**src/rtl/mem_bus_arbiter_if.sv**
```systemverilog
// Bus bundle between the two cache clients, the arbiter and the tagged memory.
// The master modport is the arbiter's view; the slave modport is the environment's view (clients + memory).
interface mem_bus_arbiter_if;
  logic [1:0][1:0]  c_command;
  logic [1:0][31:0] c_addr;
  logic [1:0][63:0] c_data;
  logic [1:0][3:0]  c_response;
  logic [1:0][63:0] c_rdata;
  logic [1:0][3:0]  c_rtag;

  logic [1:0]       proc2mem_command;
  logic [31:0]      proc2mem_addr;
  logic [63:0]      proc2mem_data;
  logic [3:0]       mem2proc_response;
  logic [63:0]      mem2proc_data;
  logic [3:0]       mem2proc_tag;

  modport master (
    input  c_command, c_addr, c_data, mem2proc_response, mem2proc_data, mem2proc_tag,
    output c_response, c_rdata, c_rtag, proc2mem_command, proc2mem_addr, proc2mem_data
  );

  modport slave (
    output c_command, c_addr, c_data, mem2proc_response, mem2proc_data, mem2proc_tag,
    input  c_response, c_rdata, c_rtag, proc2mem_command, proc2mem_addr, proc2mem_data
  );
endinterface

```
**src/rtl/mem_bus_arbiter.sv**
```systemverilog
// Two-client (icache=0, dcache=1) arbiter onto a tagged memory, with per-tag owner tracking for load returns.
// Optional ARB_STATS_EN macro adds saturating per-client stall and load counters.
module mem_bus_arbiter #(
  parameter int NTAG = 16
) (
  input  logic clock,
  input  logic reset,
  mem_bus_arbiter_if.master bus,
  output logic orphan_err
`ifdef ARB_STATS_EN
  ,
  output logic [1:0][31:0] stall_cnt,
  output logic [1:0][31:0] load_cnt
`endif
);

  typedef enum logic [1:0] {
    BUS_NONE  = 2'd0,
    BUS_LOAD  = 2'd1,
    BUS_STORE = 2'd2
  } bus_cmd_e;

  logic [NTAG-1:0] tag_valid;
  logic            owner_tbl [NTAG];
  logic            rr_ptr;

  logic [1:0] req;
  logic       grant;
  logic       winner;
  logic       accepted;
  logic       alloc;
  logic       ret_valid;
  logic       ret_owner;
  logic       orphan_hit;

  // Arbitration and return-path decode; every path is gated while reset is held low.
  always_comb begin
    // NOTE: every signal assigned in an always_comb gets a default first, otherwise a latch is inferred.
    req[0]     = bus.c_command[0] != BUS_NONE;
    req[1]     = bus.c_command[1] != BUS_NONE;
    grant      = reset && (req != 2'b00);
    winner     = (req == 2'b11) ? rr_ptr : req[1];
    accepted   = grant && (bus.mem2proc_response != 4'd0);
    alloc      = accepted && (bus.c_command[winner] == BUS_LOAD);
    ret_valid  = reset && (bus.mem2proc_tag != 4'd0) && tag_valid[bus.mem2proc_tag];
    orphan_hit = reset && (bus.mem2proc_tag != 4'd0) && !tag_valid[bus.mem2proc_tag];
    ret_owner  = owner_tbl[bus.mem2proc_tag];
  end

  always_comb begin
    bus.proc2mem_command = BUS_NONE;
    bus.proc2mem_addr    = '0;
    bus.proc2mem_data    = '0;
    bus.c_response       = '0;
    bus.c_rtag           = '0;
    bus.c_rdata          = '0;
    if (grant) begin
      bus.proc2mem_command      = bus.c_command[winner];
      bus.proc2mem_addr         = bus.c_addr[winner];
      bus.proc2mem_data         = bus.c_data[winner];
      bus.c_response[winner]    = bus.mem2proc_response;
    end
    if (ret_valid) begin
      bus.c_rtag[ret_owner]  = bus.mem2proc_tag;
      bus.c_rdata[ret_owner] = bus.mem2proc_data;
    end
  end

  // The allocation is written after the clear so a tag returned and re-issued in one cycle stays valid.
  always_ff @(posedge clock) begin
    // NOTE: sequential state uses non-blocking assignments so every flop samples pre-edge values.
    if (!reset) begin
      tag_valid  <= '0;
      rr_ptr     <= 1'b0;
      orphan_err <= 1'b0;
    end else begin
      if (ret_valid)  tag_valid[bus.mem2proc_tag]      <= 1'b0;
      if (alloc)      tag_valid[bus.mem2proc_response] <= 1'b1;
      if (accepted)   rr_ptr                           <= ~winner;
      if (orphan_hit) orphan_err                       <= 1'b1;
    end
  end

  // NOTE: the owner table is deliberately not reset; tag_valid alone decides whether an entry means anything.
  always_ff @(posedge clock) begin
    if (alloc) owner_tbl[bus.mem2proc_response] <= winner;
  end

`ifdef ARB_STATS_EN
  always_ff @(posedge clock) begin
    if (!reset) begin
      stall_cnt <= '0;
      load_cnt  <= '0;
    end else begin
      for (int i = 0; i < 2; i++) begin
        if (req[i] && (bus.c_response[i] == 4'd0) && (stall_cnt[i] != 32'hFFFF_FFFF))
          stall_cnt[i] <= stall_cnt[i] + 32'd1;
        if (alloc && (winner == 1'(i)) && (load_cnt[i] != 32'hFFFF_FFFF))
          load_cnt[i] <= load_cnt[i] + 32'd1;
      end
    end
  end
`else
  // Statistics hardware is absent in this build.
`endif

endmodule

```
**src/flat_wrapper.sv**
```systemverilog
// flat-port wrapper written by rule: the top's interface ports become plain ports
module mem_bus_arbiter_flat 
#(
  parameter int NTAG = 16
)
  (clock, reset, orphan_err, bus_c_command, bus_c_addr, bus_c_data, bus_mem2proc_response, bus_mem2proc_data, bus_mem2proc_tag, bus_c_response, bus_c_rdata, bus_c_rtag, bus_proc2mem_command, bus_proc2mem_addr, bus_proc2mem_data);
  mem_bus_arbiter_if bus_i ();
  input  logic clock;
  input  logic reset;
  output logic orphan_err;
  input wire logic [$bits(bus_i.c_command)-1:0] bus_c_command;
  input wire logic [$bits(bus_i.c_addr)-1:0] bus_c_addr;
  input wire logic [$bits(bus_i.c_data)-1:0] bus_c_data;
  input wire logic [$bits(bus_i.mem2proc_response)-1:0] bus_mem2proc_response;
  input wire logic [$bits(bus_i.mem2proc_data)-1:0] bus_mem2proc_data;
  input wire logic [$bits(bus_i.mem2proc_tag)-1:0] bus_mem2proc_tag;
  output wire logic [$bits(bus_i.c_response)-1:0] bus_c_response;
  output wire logic [$bits(bus_i.c_rdata)-1:0] bus_c_rdata;
  output wire logic [$bits(bus_i.c_rtag)-1:0] bus_c_rtag;
  output wire logic [$bits(bus_i.proc2mem_command)-1:0] bus_proc2mem_command;
  output wire logic [$bits(bus_i.proc2mem_addr)-1:0] bus_proc2mem_addr;
  output wire logic [$bits(bus_i.proc2mem_data)-1:0] bus_proc2mem_data;
  assign bus_i.c_command = bus_c_command;
  assign bus_i.c_addr = bus_c_addr;
  assign bus_i.c_data = bus_c_data;
  assign bus_i.mem2proc_response = bus_mem2proc_response;
  assign bus_i.mem2proc_data = bus_mem2proc_data;
  assign bus_i.mem2proc_tag = bus_mem2proc_tag;
  assign bus_c_response = bus_i.c_response;
  assign bus_c_rdata = bus_i.c_rdata;
  assign bus_c_rtag = bus_i.c_rtag;
  assign bus_proc2mem_command = bus_i.proc2mem_command;
  assign bus_proc2mem_addr = bus_i.proc2mem_addr;
  assign bus_proc2mem_data = bus_i.proc2mem_data;
  mem_bus_arbiter #(.NTAG(NTAG)) u_core (.clock(clock), .reset(reset), .bus(bus_i), .orphan_err(orphan_err));
endmodule
```
**config.mk**
```make
export PLATFORM = sky130hd
export DESIGN_NAME = mem_bus_arbiter_flat
export DESIGN_NICKNAME = d
export VERILOG_FILES = /design/src/rtl/mem_bus_arbiter_if.sv /design/src/rtl/mem_bus_arbiter.sv /design/src/flat_wrapper.sv
export SDC_FILE = /design/constraint.sdc
export NUM_CORES = 1
export LEC_CHECK = 0
export ABC_AREA = 1
export BUFFER_PORTS_ARGS = -buffer_cell sky130_fd_sc_hd__buf_2
export CORE_AREA = 2 2 198 200
export CTS_CLUSTER_DIAMETER = 120
export DETAILED_ROUTE_END_ITERATION = 16
export DIE_AREA = 0 0 200 202
export GPL_ROUTABILITY_DRIVEN = 1
export GPL_TIMING_DRIVEN = 1
export PLACE_DENSITY = 0.32
export SYNTH_ARGS = -nofsm -noshare
export SYNTH_HDL_FRONTEND = slang
export SYNTH_SLANG_ARGS = --single-unit
export TNS_END_PERCENT = 10
```
**constraint.sdc**
```tcl
create_clock -name clock -period 1.8 [get_ports clock]
set_input_delay 0.18 -clock clock [delete_from_list [all_inputs] [get_ports clock]]
set_output_delay 0.18 -clock clock [all_outputs]
set_load 0.01 [all_outputs]
```
After elaboration in Yosys (flattened, before gate mapping):

Memories as Yosys holds them, arrays and structs flattened.
Cells that the tools add are included.

* register bits after elaboration: 18
* bits in writable memories: 16
* bits of input ports: 270
* output and inout port bits: 243
* word-level logic and storage cells: 67
* memories kept: 1

* order comparisons: 8
* equality and inequality tests: 2
* mux-type cells: 30
* bitwise gates (word level): 7
* reductions and logical operators: 16

Memories
* u_core.owner_tbl: depth 16, bits a word 1, read ports 1, clocked after memory_dff 0, write ports 1, line mem_bus_arbiter.sv:24 `logic owner_tbl [NTAG];`

Operators by type and width (count)
* $mux 64: 4
* $and 128x128->128: 1
* $mux 128: 1
* $mux 32: 3
* $demux 64 s1: 1
* $mux 16: 3
* $and 16x16->16: 1
* $and 8x8->8: 2
* $mux 8: 2
* $not 16->16: 1
* $or 16x16->16: 1
* $logic_and 1x1->1: 10
* $lt 4x5->1 const B: 2
* $demux 1 s4: 2
* $demux 4 s1: 2
* $ge 4x1->1 const B: 2
* $mux 4: 2
* $reduce_bool 4->1: 2
* $mux 1: 6
* $mux 2: 3
* $reduce_bool 2->1: 3
* $bmux 1 s4: 1
* $lt 1x2->1 const B: 2
* $eq 2x1->1 const B: 1
* 4 further kinds: 5

Longest topological paths before layout:

Gate-level depths: netlist of the first run.

* depth in word-level cells: 10
* depth in mapped cells: 15
* mapped depth without buffers: 12

Worst setup path before layout of the first run:

No wires, ideal clock.

* path type: register to output
* start: register u_core.rr_ptr
* end: output bus_proc2mem_addr[27]
* arrival time: 1.626 ns
* required time: 1.620 ns
* path slack: -0.006 ns
* stages on the path, launching flop included: 7
* path buffers: 2
* cell sequence: dfxtp_1 nor2_1 nor2_1 clkbuf_1 clkbuf_1 o21ai_0 nor2_1

* longest elaborated chain between the ends: 4

Ends and longest elaborated chain
* start, declared: line mem_bus_arbiter.sv:25 `logic rr_ptr;`
* start signal, assigned: line mem_bus_arbiter.sv:79 `if (accepted) rr_ptr <= ~winner;`
* $mux 1: line mem_bus_arbiter.sv:42 `winner = (req == 2'b11) ? rr_ptr : req[1];`
* via u_core.winner: line mem_bus_arbiter.sv:29 `logic winner;`
* $mux 32 (not written as such) (2 in series): line mem_bus_arbiter.sv:59 `bus.proc2mem_addr = bus.c_addr[winner];`
* $mux 32: line mem_bus_arbiter.sv:57 `if (grant) begin`
* end, declared: line flat_wrapper.sv:21 `output wire logic [$bits(bus_i.proc2mem_addr)-1:0] bus_proc2mem_addr;`

The timed path passes the listed nets, and every way through them passes these cells. The select of a mux whose other input is x is not followed.

Worst setup path in the final report of the first run:

* start: memory u_core.owner_tbl[15]
* end: output bus_c_rdata[109]

* longest elaborated chain between the ends: 7
* elaborated cells between the ends (all ways): 8
* classes of those cells: 2 x order compare; 3 x mux; 1 x bitwise; 1 x reduce/logical; 1 x memory

Ends and longest elaborated chain
* start, declared: line mem_bus_arbiter.sv:24
* $mem_v2 16x1 *
* $lt 1x2->1 (not written as such) / $ge 1x1->1 (equally long branches): line mem_bus_arbiter.sv:65 `bus.c_rdata[ret_owner] = bus.mem2proc_data;`
* $logic_and 1x1->1 (not written as such): line mem_bus_arbiter.sv:65
* $mux 64 (not written as such): line mem_bus_arbiter.sv:65
* $demux 64 s1 *
* $and 128x128->128 (no line) *
* $mux 128 *: line mem_bus_arbiter.sv:63 `if (ret_valid) begin`
* end, declared: line flat_wrapper.sv:18 `output wire logic [$bits(bus_i.c_rdata)-1:0] bus_c_rdata;`

Mark *: on every way between the ends. The rest lies on a longest branch, timed or not.

==> impl_metrics.prom, run 1 <==
# TYPE chip_impl_metric gauge
chip_impl_metric{name="post-route-min-period",unit="ns"} 2.088
chip_impl_metric{name="global_route.overflow_total",unit=""} 0
chip_impl_metric{name="finish.net_count",unit=""} 1651
chip_impl_metric{name="timing.critical_path.fanout_max",unit=""} 6
chip_impl_info{name="outcome",value="finished with violations"} 1
chip_impl_metric{name="io_pins",unit=""} 513
chip_impl_info{name="hold_path.class",value="input port to flop"} 1
chip_impl_metric{name="final-setup-viol-count",unit=""} 204
chip_impl_info{name="violations",value="setup timing"} 1
chip_impl_metric{name="drt-total-wl",unit="um"} 32050
chip_impl_metric{name="met2_wirelength_from_detailed_routing",unit="um"} 17100
chip_impl_metric{name="ys_seq_area_share",unit="%"} 17.98
chip_impl_metric{name="synthesis.instances",unit=""} 831
chip_impl_metric{name="mappedNetlistNets",unit=""} 1101
chip_impl_metric{name="cts_made_buffers",unit=""} 5
chip_impl_metric{name="starting_utilization_of_the_core_area",unit="%"} 12.22
chip_impl_metric{name="m1WireLength",unit="um"} 11220
chip_impl_metric{name="power.share.sequential",unit="%"} 21.2
chip_impl_metric{name="intPower",unit="mW"} 2.440
chip_impl_metric{name="arrival",unit="ns"} 1.91
chip_impl_metric{name="core",unit="um^2"} 38290
chip_impl_info{name="top_signal_layer_used",value="met5"} 1
chip_impl_metric{name="ys_ff_latch",unit=""} 34
chip_impl_info{name="setup.worst_path.class",value="flop to output pin"} 1
chip_impl_metric{name="clock_power_share",unit="%"} 28.8
chip_impl_metric{name="net-switching-power",unit="mW"} 1.468
chip_impl_metric{name="maxSlewViolCount",unit=""} 0
chip_impl_metric{name="place.port_buffers",unit=""} 512
chip_impl_metric{name="p_per_cell_area",unit="nW/um^2"} 423.7
chip_impl_metric{name="floorplan.die.height",unit="um"} 202
chip_impl_info{name="rsz0062_at_grt",value="yes"} 1
chip_impl_metric{name="grt_max_degree",unit=""} 49
chip_impl_metric{name="fmax",unit="MHz"} 478.9
chip_impl_metric{name="met3WireLength",unit="um"} 2621
chip_impl_metric{name="synth_cell_type_count",unit=""} 25
chip_impl_metric{name="clock_input_transition_at_the_sequential_cells_of_the_worst_setup_and_hold_paths",unit="ns"} 0.06
chip_impl_info{name="timing.critical_path.from_type",value="flop"} 1
chip_impl_metric{name="routabilityCongestion",unit=""} 0.8785
chip_impl_metric{name="p_leak",unit="nW"} 4.940
chip_impl_metric{name="cap_viol_max_count",unit=""} 0
chip_impl_metric{name="first_global_vias",unit=""} 7547
chip_impl_metric{name="drc",unit=""} 0
chip_impl_metric{name="timing.final.ws_setup",unit="ns"} -0.2883
chip_impl_metric{name="fillerInstances",unit=""} 4461
chip_impl_metric{name="post-place-ws",unit="ns"} -0.2736
chip_impl_metric{name="htree_levels",unit=""} 2
chip_impl_metric{name="via_count",unit=""} 7531
chip_impl_metric{name="drive_gt1_share",unit="%"} 55.57
chip_impl_metric{name="comb_power_share",unit="%"} 49.9
chip_impl_metric{name="fin_worst_skew",unit="ns"} 0.006071
chip_impl_metric{name="worst_skew_pair.late_latency",unit="ns"} 0.28
chip_impl_metric{name="avgRoutedWirePerCell",unit="um"} 16.80
chip_impl_metric{name="core.rowCount",unit=""} 72
chip_impl_metric{name="place.detailed.hpwl",unit="um"} 28040
chip_impl_metric{name="clkSinkCount",unit=""} 34
chip_impl_metric{name="period_share",unit="%"} 116.0
chip_impl_metric{name="drt_iter0_drc",unit=""} 198
chip_impl_metric{name="groute.usage.overall",unit="%"} 14.66
chip_impl_metric{name="flow.area_growth_from_synthesis",unit="%"} 97.27
chip_impl_info{name="cts_tree",value="done"} 1
chip_impl_metric{name="clock_tree.buffer_depth",unit=""} 2
chip_impl_metric{name="detail_route.vias_per_cell",unit=""} 3.949
chip_impl_metric{name="cp_data_required_time",unit="ns"} 1.62
chip_impl_metric{name="yosysWarningCount",unit=""} 0
chip_impl_metric{name="total_chip_power",unit="mW"} 3.909
chip_impl_metric{name="grt_antenna_before_repair",unit=""} 14
chip_impl_metric{name="area_of_the_die",unit="um^2"} 40400
chip_impl_info{name="clockRootBuffer",value="sky130_fd_sc_hd__clkbuf_16"} 1
chip_impl_metric{name="ant_nets",unit=""} 0
chip_impl_info{name="crit_end_element",value="output pin"} 1
chip_impl_metric{name="vdd.ir_drop.worst",unit="uV"} 345.7
chip_impl_metric{name="sw_frac_of_total",unit="%"} 37.57
chip_impl_metric{name="final_hold_viol_count",unit=""} 0
chip_impl_metric{name="syn_area_per_cell",unit="um^2"} 5.628
chip_impl_metric{name="die_w",unit="um"} 200
chip_impl_metric{name="synth_area",unit="um^2"} 4677
chip_impl_metric{name="wire_length_of_the_first_global_routing_pass",unit="um"} 44220
chip_impl_metric{name="drt_pass1_iterations",unit=""} 4
[state kept, by name (all words and copies together) (netlist names)]
| name | flops |
|---|---|
| u_core.tag_valid | 16 |
| u_core.rr_ptr | 1 |
| u_core.owner_tbl | 16 |
| u_core.orphan_err | 1 |
[critical path: stages (launching register included)]
cell and delay (ns):
sky130_fd_sc_hd__edfxtp_1 0.38, sky130_fd_sc_hd__a22oi_2 0.22, sky130_fd_sc_hd__nand2_1 0.10, sky130_fd_sc_hd__nand2_2 0.08
sky130_fd_sc_hd__nand2_2 0.06, sky130_fd_sc_hd__nor2_4 0.19, sky130_fd_sc_hd__buf_6 0.14, sky130_fd_sc_hd__buf_12 0.13
sky130_fd_sc_hd__clkbuf_16 0.15, sky130_fd_sc_hd__nor3_2 0.03, sky130_fd_sc_hd__buf_2 0.14
[metrics by stage]
stage	setup TNS [ns]	hold slack, ns	cell area, um^2	util (%)	instances
floorplan	0	0.2735	4678	-	831
global placement	-22.46	0.4574	8337	21.77	1879
detailed placement	-22.99	0.4620	8337	21.77	1879
CTS	-36.11	0.1804	9034	23.59	1898
global route	-58.61	0.1861	9216	24.07	1903
finish	-34.33	0.1656	9226	24.10	1907
[what timing repair did]
action	4_1_cts	5_1_grt
hold buffers	0	0
hold endpoints to repair	0	0
buffers inserted	9	0
pin swaps	6	5
cloned	2	2
endpoints found under the setup margin	215	233
gates resized for setup	95	32
[path summary, 6_finish.rpt]
check | from | to | slack [ns] | cells past startpoint
min | reset | u_core.tag_valid[0] | 0.17 | 3
max | u_core.owner_tbl[15] | bus_c_rdata[109] | -0.29 | 10
max reg2reg | u_core.rr_ptr | u_core.owner_tbl[8] | 0.09 | 7
min reg2reg | u_core.tag_valid[0] | u_core.tag_valid[0] | 0.46 | 2
[metal layers]
metal	vias to the layer above	global-route usage, %
li1	3781	-
met1	3339	14.03
met2	356	29.51
met3	45	3.971
met4	10	4.683
met5	-	0
[cell usage after synthesis (all sizes together)]
cell | number | area share, %
a21oi | 19 | 2.1
a22oi | 8 | 1.3
a31oi | 2 | 0.27
buf | 33 | 5.2
clkbuf | 37 | 3.0
clkinv | 1 | 0.080
conb | 1 | 0.080
dfxtp | 18 | 7.7
edfxtp | 16 | 10
inv | 104 | 8.3
nand2 | 82 | 6.9
nand3 | 15 | 1.6
nand4 | 15 | 2.0
nor2 | 238 | 19
nor3 | 143 | 21
o21ai | 98 | 11
or2 | 1 | 0.13
[power by group through the flow]
stage	clock network, mW	registers (mW)	logic (mW)
after floorplan	0	0.845	0.808
after global placement	0	0.847	1.79
after detailed placement	0	0.847	1.78
after CTS	1.15	0.831	1.95
after global routing	1.18	0.831	2.12
final	1.13	0.830	1.95
[layout make-up]
type	instances	area [um^2]	share of cell area, %
Timing Repair Buffer	613	3709	40.20
Multi-Input combinational cell	622	3402	36.87
Sequential cell	34	852.1	9.235
Tap cell	518	648.1	7.025
Inverter	105	404.1	4.380
Clock buffer	5	125.1	1.356
Clock inverter	3	68.82	0.7459
Antenna cell	7	17.52	0.1899
[placed cells by master (no fill, tap or decap), types with 17 or more instances in the layout]
| master | n |
|---|---|
| sky130_fd_sc_hd__a21oi_1 | 17 |
| sky130_fd_sc_hd__buf_12 | 17 |
| sky130_fd_sc_hd__buf_2 | 498 |
| sky130_fd_sc_hd__buf_4 | 79 |
| sky130_fd_sc_hd__inv_1 | 96 |
| sky130_fd_sc_hd__nand2_1 | 78 |
| sky130_fd_sc_hd__nor2_1 | 221 |
| sky130_fd_sc_hd__nor3_1 | 42 |
| sky130_fd_sc_hd__nor3_2 | 97 |
| sky130_fd_sc_hd__o21ai_0 | 95 |
[logic make-up after synthesis]
family	Yosys count	synth area share, %
other	1	0.08018
DFF	34	17.98
AOI/OAI and AO/OA	127	14.23
buffers and inverters	175	16.61
and+or+nand+nor	494	51.10
No activity file was read; power rests on OpenSTA's default activity.
==> inputs of run 2 (changes only) <==
BUFFER_PORTS_ARGS = unset   (was -buffer_cell sky130_fd_sc_hd__buf_2)
CORE_AREA = 2 2 200 202   (was 2 2 198 200)
DIE_AREA = 0 0 202 204   (was 0 0 200 202)
DONT_BUFFER_PORTS = 1   (was unset)
PLACE_DENSITY = 0.3   (was 0.32)
==> impl_metrics.prom, run 2 (synthesis gave the netlist of run 1 again) <==
# TYPE chip_impl_metric gauge
chip_impl_info{name="setup.worst_path.class",value="flop to output pin"} 1
chip_impl_metric{name="area_of_the_die",unit="um^2"} 41210
chip_impl_info{name="whs_endpoint",value="u_core.rr_ptr"} 1
chip_impl_metric{name="core",unit="um^2"} 39180
chip_impl_metric{name="fmax",unit="MHz"} 476.8
chip_impl_metric{name="starting_utilization_of_the_core_area",unit="%"} 11.94
chip_impl_metric{name="floorplan.die.height",unit="um"} 204
chip_impl_metric{name="timing.final.ws_setup",unit="ns"} -0.2973
chip_impl_metric{name="global_route.overflow_total",unit=""} 0
chip_impl_metric{name="whs_path_depth",unit=""} 2
chip_impl_metric{name="p_leak",unit="nW"} 3.514
chip_impl_info{name="timing.critical_path.from_type",value="flop"} 1
chip_impl_metric{name="cts_made_buffers",unit=""} 5
chip_impl_metric{name="detail_route.vias_per_cell",unit=""} 4.127
chip_impl_metric{name="via_count",unit=""} 6359
chip_impl_info{name="hp-start",value="reset"} 1
chip_impl_info{name="final_cell_mix",value="sky130_fd_sc_hd__buf_4 (193), sky130_fd_sc_hd__nor2_1 (178), sky130_fd_sc_hd__inv_1 (97)"} 1
chip_impl_metric{name="arrival",unit="ns"} 1.92
chip_impl_metric{name="htree_levels",unit=""} 2
chip_impl_metric{name="ant_nets",unit=""} 0
chip_impl_metric{name="fin_worst_skew",unit="ns"} 0.005792
chip_impl_metric{name="wire_length_of_the_first_global_routing_pass",unit="um"} 41480
chip_impl_metric{name="rrSetupSlack",unit="ns"} 0.15
chip_impl_metric{name="clkSinkCount",unit=""} 34
chip_impl_metric{name="post-route-min-period",unit="ns"} 2.097
chip_impl_metric{name="final_hold_viol_count",unit=""} 0
chip_impl_metric{name="cap_viol_max_count",unit=""} 0
chip_impl_metric{name="drc",unit=""} 0
chip_impl_metric{name="place_inst",unit=""} 1512
chip_impl_metric{name="place.detailed.hpwl",unit="um"} 25480
chip_impl_metric{name="clock_input_transition_at_the_sequential_cells_of_the_worst_setup_and_hold_paths",unit="ns"} 0.06
chip_impl_metric{name="p_per_cell_area",unit="nW/um^2"} 444.0
chip_impl_metric{name="finish.net_count",unit=""} 1280
chip_impl_metric{name="maxSlewViolCount",unit=""} 0
chip_impl_info{name="outcome",value="finished with violations"} 1
chip_impl_info{name="worstReg2RegStart",value="u_core.rr_ptr"} 1
chip_impl_info{name="violations",value="setup timing"} 1
chip_impl_metric{name="worst_skew_pair.late_latency",unit="ns"} 0.28
chip_impl_metric{name="setup_total_negative_slack",unit="ns"} -31.53
chip_impl_metric{name="grt_max_degree",unit=""} 55
chip_impl_metric{name="grt_antenna_before_repair",unit=""} 5
chip_impl_metric{name="drt_iter0_drc",unit=""} 315
chip_impl_metric{name="timing.critical_path.fanout_max",unit=""} 6
chip_impl_metric{name="vdd.ir_drop.worst",unit="uV"} 299.1
chip_impl_metric{name="groute.usage.overall",unit="%"} 13.46
chip_impl_info{name="commonest_non_fill_non_tap_cell_in_the_layout",value="sky130_fd_sc_hd__buf_4"} 1
chip_impl_metric{name="cp_data_required_time",unit="ns"} 1.62
chip_impl_info{name="hold_path.class",value="input port to flop"} 1
chip_impl_metric{name="worst_slew_pin_slew",unit="ns"} 0.5067
chip_impl_metric{name="stdcell_count",unit=""} 1541
chip_impl_metric{name="drt_pass1_iterations",unit=""} 5
chip_impl_metric{name="drt-total-wl",unit="um"} 30930
chip_impl_metric{name="routabilityCongestion",unit=""} 0.8690
chip_impl_info{name="rsz0062_at_grt",value="yes"} 1
chip_impl_metric{name="first_global_vias",unit=""} 6193
chip_impl_metric{name="flow.area_growth_from_synthesis",unit="%"} 74.53
chip_impl_info{name="clockRootBuffer",value="sky130_fd_sc_hd__clkbuf_16"} 1
chip_impl_metric{name="reg2regPathDepth",unit=""} 7
chip_impl_metric{name="core.rowCount",unit=""} 73
chip_impl_metric{name="final-setup-viol-count",unit=""} 147
chip_impl_metric{name="io_pins",unit=""} 513
chip_impl_info{name="cts_tree",value="done"} 1
chip_impl_metric{name="drive_gt1_share",unit="%"} 43.72
chip_impl_info{name="r2r-end",value="u_core.owner_tbl[7]"} 1
chip_impl_info{name="reg_top3",value="u_core.owner_tbl x16, u_core.tag_valid x16"} 1
chip_impl_metric{name="clock_tree.buffer_depth",unit=""} 2
chip_impl_metric{name="total_chip_power",unit="mW"} 3.624
chip_impl_metric{name="fin_util",unit="%"} 20.83
chip_impl_metric{name="period_share",unit="%"} 116.5
chip_impl_metric{name="die_w",unit="um"} 202
chip_impl_info{name="crit_end_element",value="output pin"} 1
chip_impl_metric{name="worst_slew_margin_relative_to_its_limit",unit="%"} 66.00
chip_impl_metric{name="place.port_buffers",unit=""} 0
chip_impl_metric{name="avgRoutedWirePerCell",unit="um"} 20.07
## run 2: cell count changes in the layout (fill, tap and decap cells not counted), sizes merged
cell         change
clkbuf           +3
bufbuf           +1
dlygate4sd3      +1
diode            -2
buf            -376
clkinv           -1
inv              +1
## run 2: layer usage
layer,wire [um],global-route usage [%],part of all wire (%),vias up
met1,10640,13.95,34,2900
met4,939,4.044,3.0,0
li1,-,-,-,3034
met2,17010,26.82,55,385
met5,0,0,0,-
met3,2335,2.838,7.6,40
## run 2: layout make-up
type / count / area, um^2
Fill cell: 4475 / 31020
Multi-Input combinational cell: 622 / 3779
Timing Repair Buffer: 242 / 2282
Sequential cell: 34 / 844.6
Tap cell: 525 / 656.9
Inverter: 105 / 399.1
Clock buffer: 5 / 125.1
Clock inverter: 3 / 63.81
Antenna cell: 5 / 12.51
## run 2: where the power goes
part,leakage (nW),internal [mW],switching (mW)
Combinational,3.13,0.559,1.12
Sequential,0.293,0.825,0.00720
Clock,0.0915,0.788,0.324
## run 2: worst max-delay path, cell delays in order, from the launching register on
cell and delay [ns]:
sky130_fd_sc_hd__edfxtp_1 0.38, sky130_fd_sc_hd__a22oi_1 0.19, sky130_fd_sc_hd__nand2_1 0.12, sky130_fd_sc_hd__nand2_2 0.09, sky130_fd_sc_hd__nand2_2 0.07, sky130_fd_sc_hd__nor2_4 0.13
sky130_fd_sc_hd__inv_4 0.07, sky130_fd_sc_hd__buf_12 0.15, sky130_fd_sc_hd__clkbuf_16 0.16, sky130_fd_sc_hd__nor3_2 0.11, sky130_fd_sc_hd__buf_4 0.14
## run 2: repair_timing
item                       CTS  global route
hold endpoints to repair     1             0
resized for setup          115           106
pin swaps                    7            11
hold buffers                 1             0
gates cloned                 2             6
buffers inserted             6             1
setup endpoints to repair  195           231
## run 2: per-stage QoR
step / hold WS [ns] / area (um^2) / setup slack, ns
after CTS: 0.03378 / 7591 / -0.2850
after floorplan: 0.2735 / 4678 / 0.1021
final: 0.03322 / 8163 / -0.2973
after global placement: 0.2817 / 6819 / -0.1323
after global routing: 0.04483 / 8158 / -0.4245
after detailed placement: 0.2867 / 6819 / -0.1212
## run 2: how the worst max path moves through the flow
stage	from	end	slack [ns]
5_1_grt	u_core.owner_tbl[3]	bus_c_rdata[29]	-0.42
6_report	u_core.owner_tbl[8]	bus_c_rdata[26]	-0.30
2_1_floorplan	bus_mem2proc_tag[1]	bus_c_rdata[48]	0.10
4_1_cts	u_core.owner_tbl[8]	bus_c_rdata[6]	-0.28
3_3_place_gp	u_core.rr_ptr	bus_proc2mem_data[7]	-0.13
3_5_place_dp	bus_c_command[1]	bus_proc2mem_data[7]	-0.12
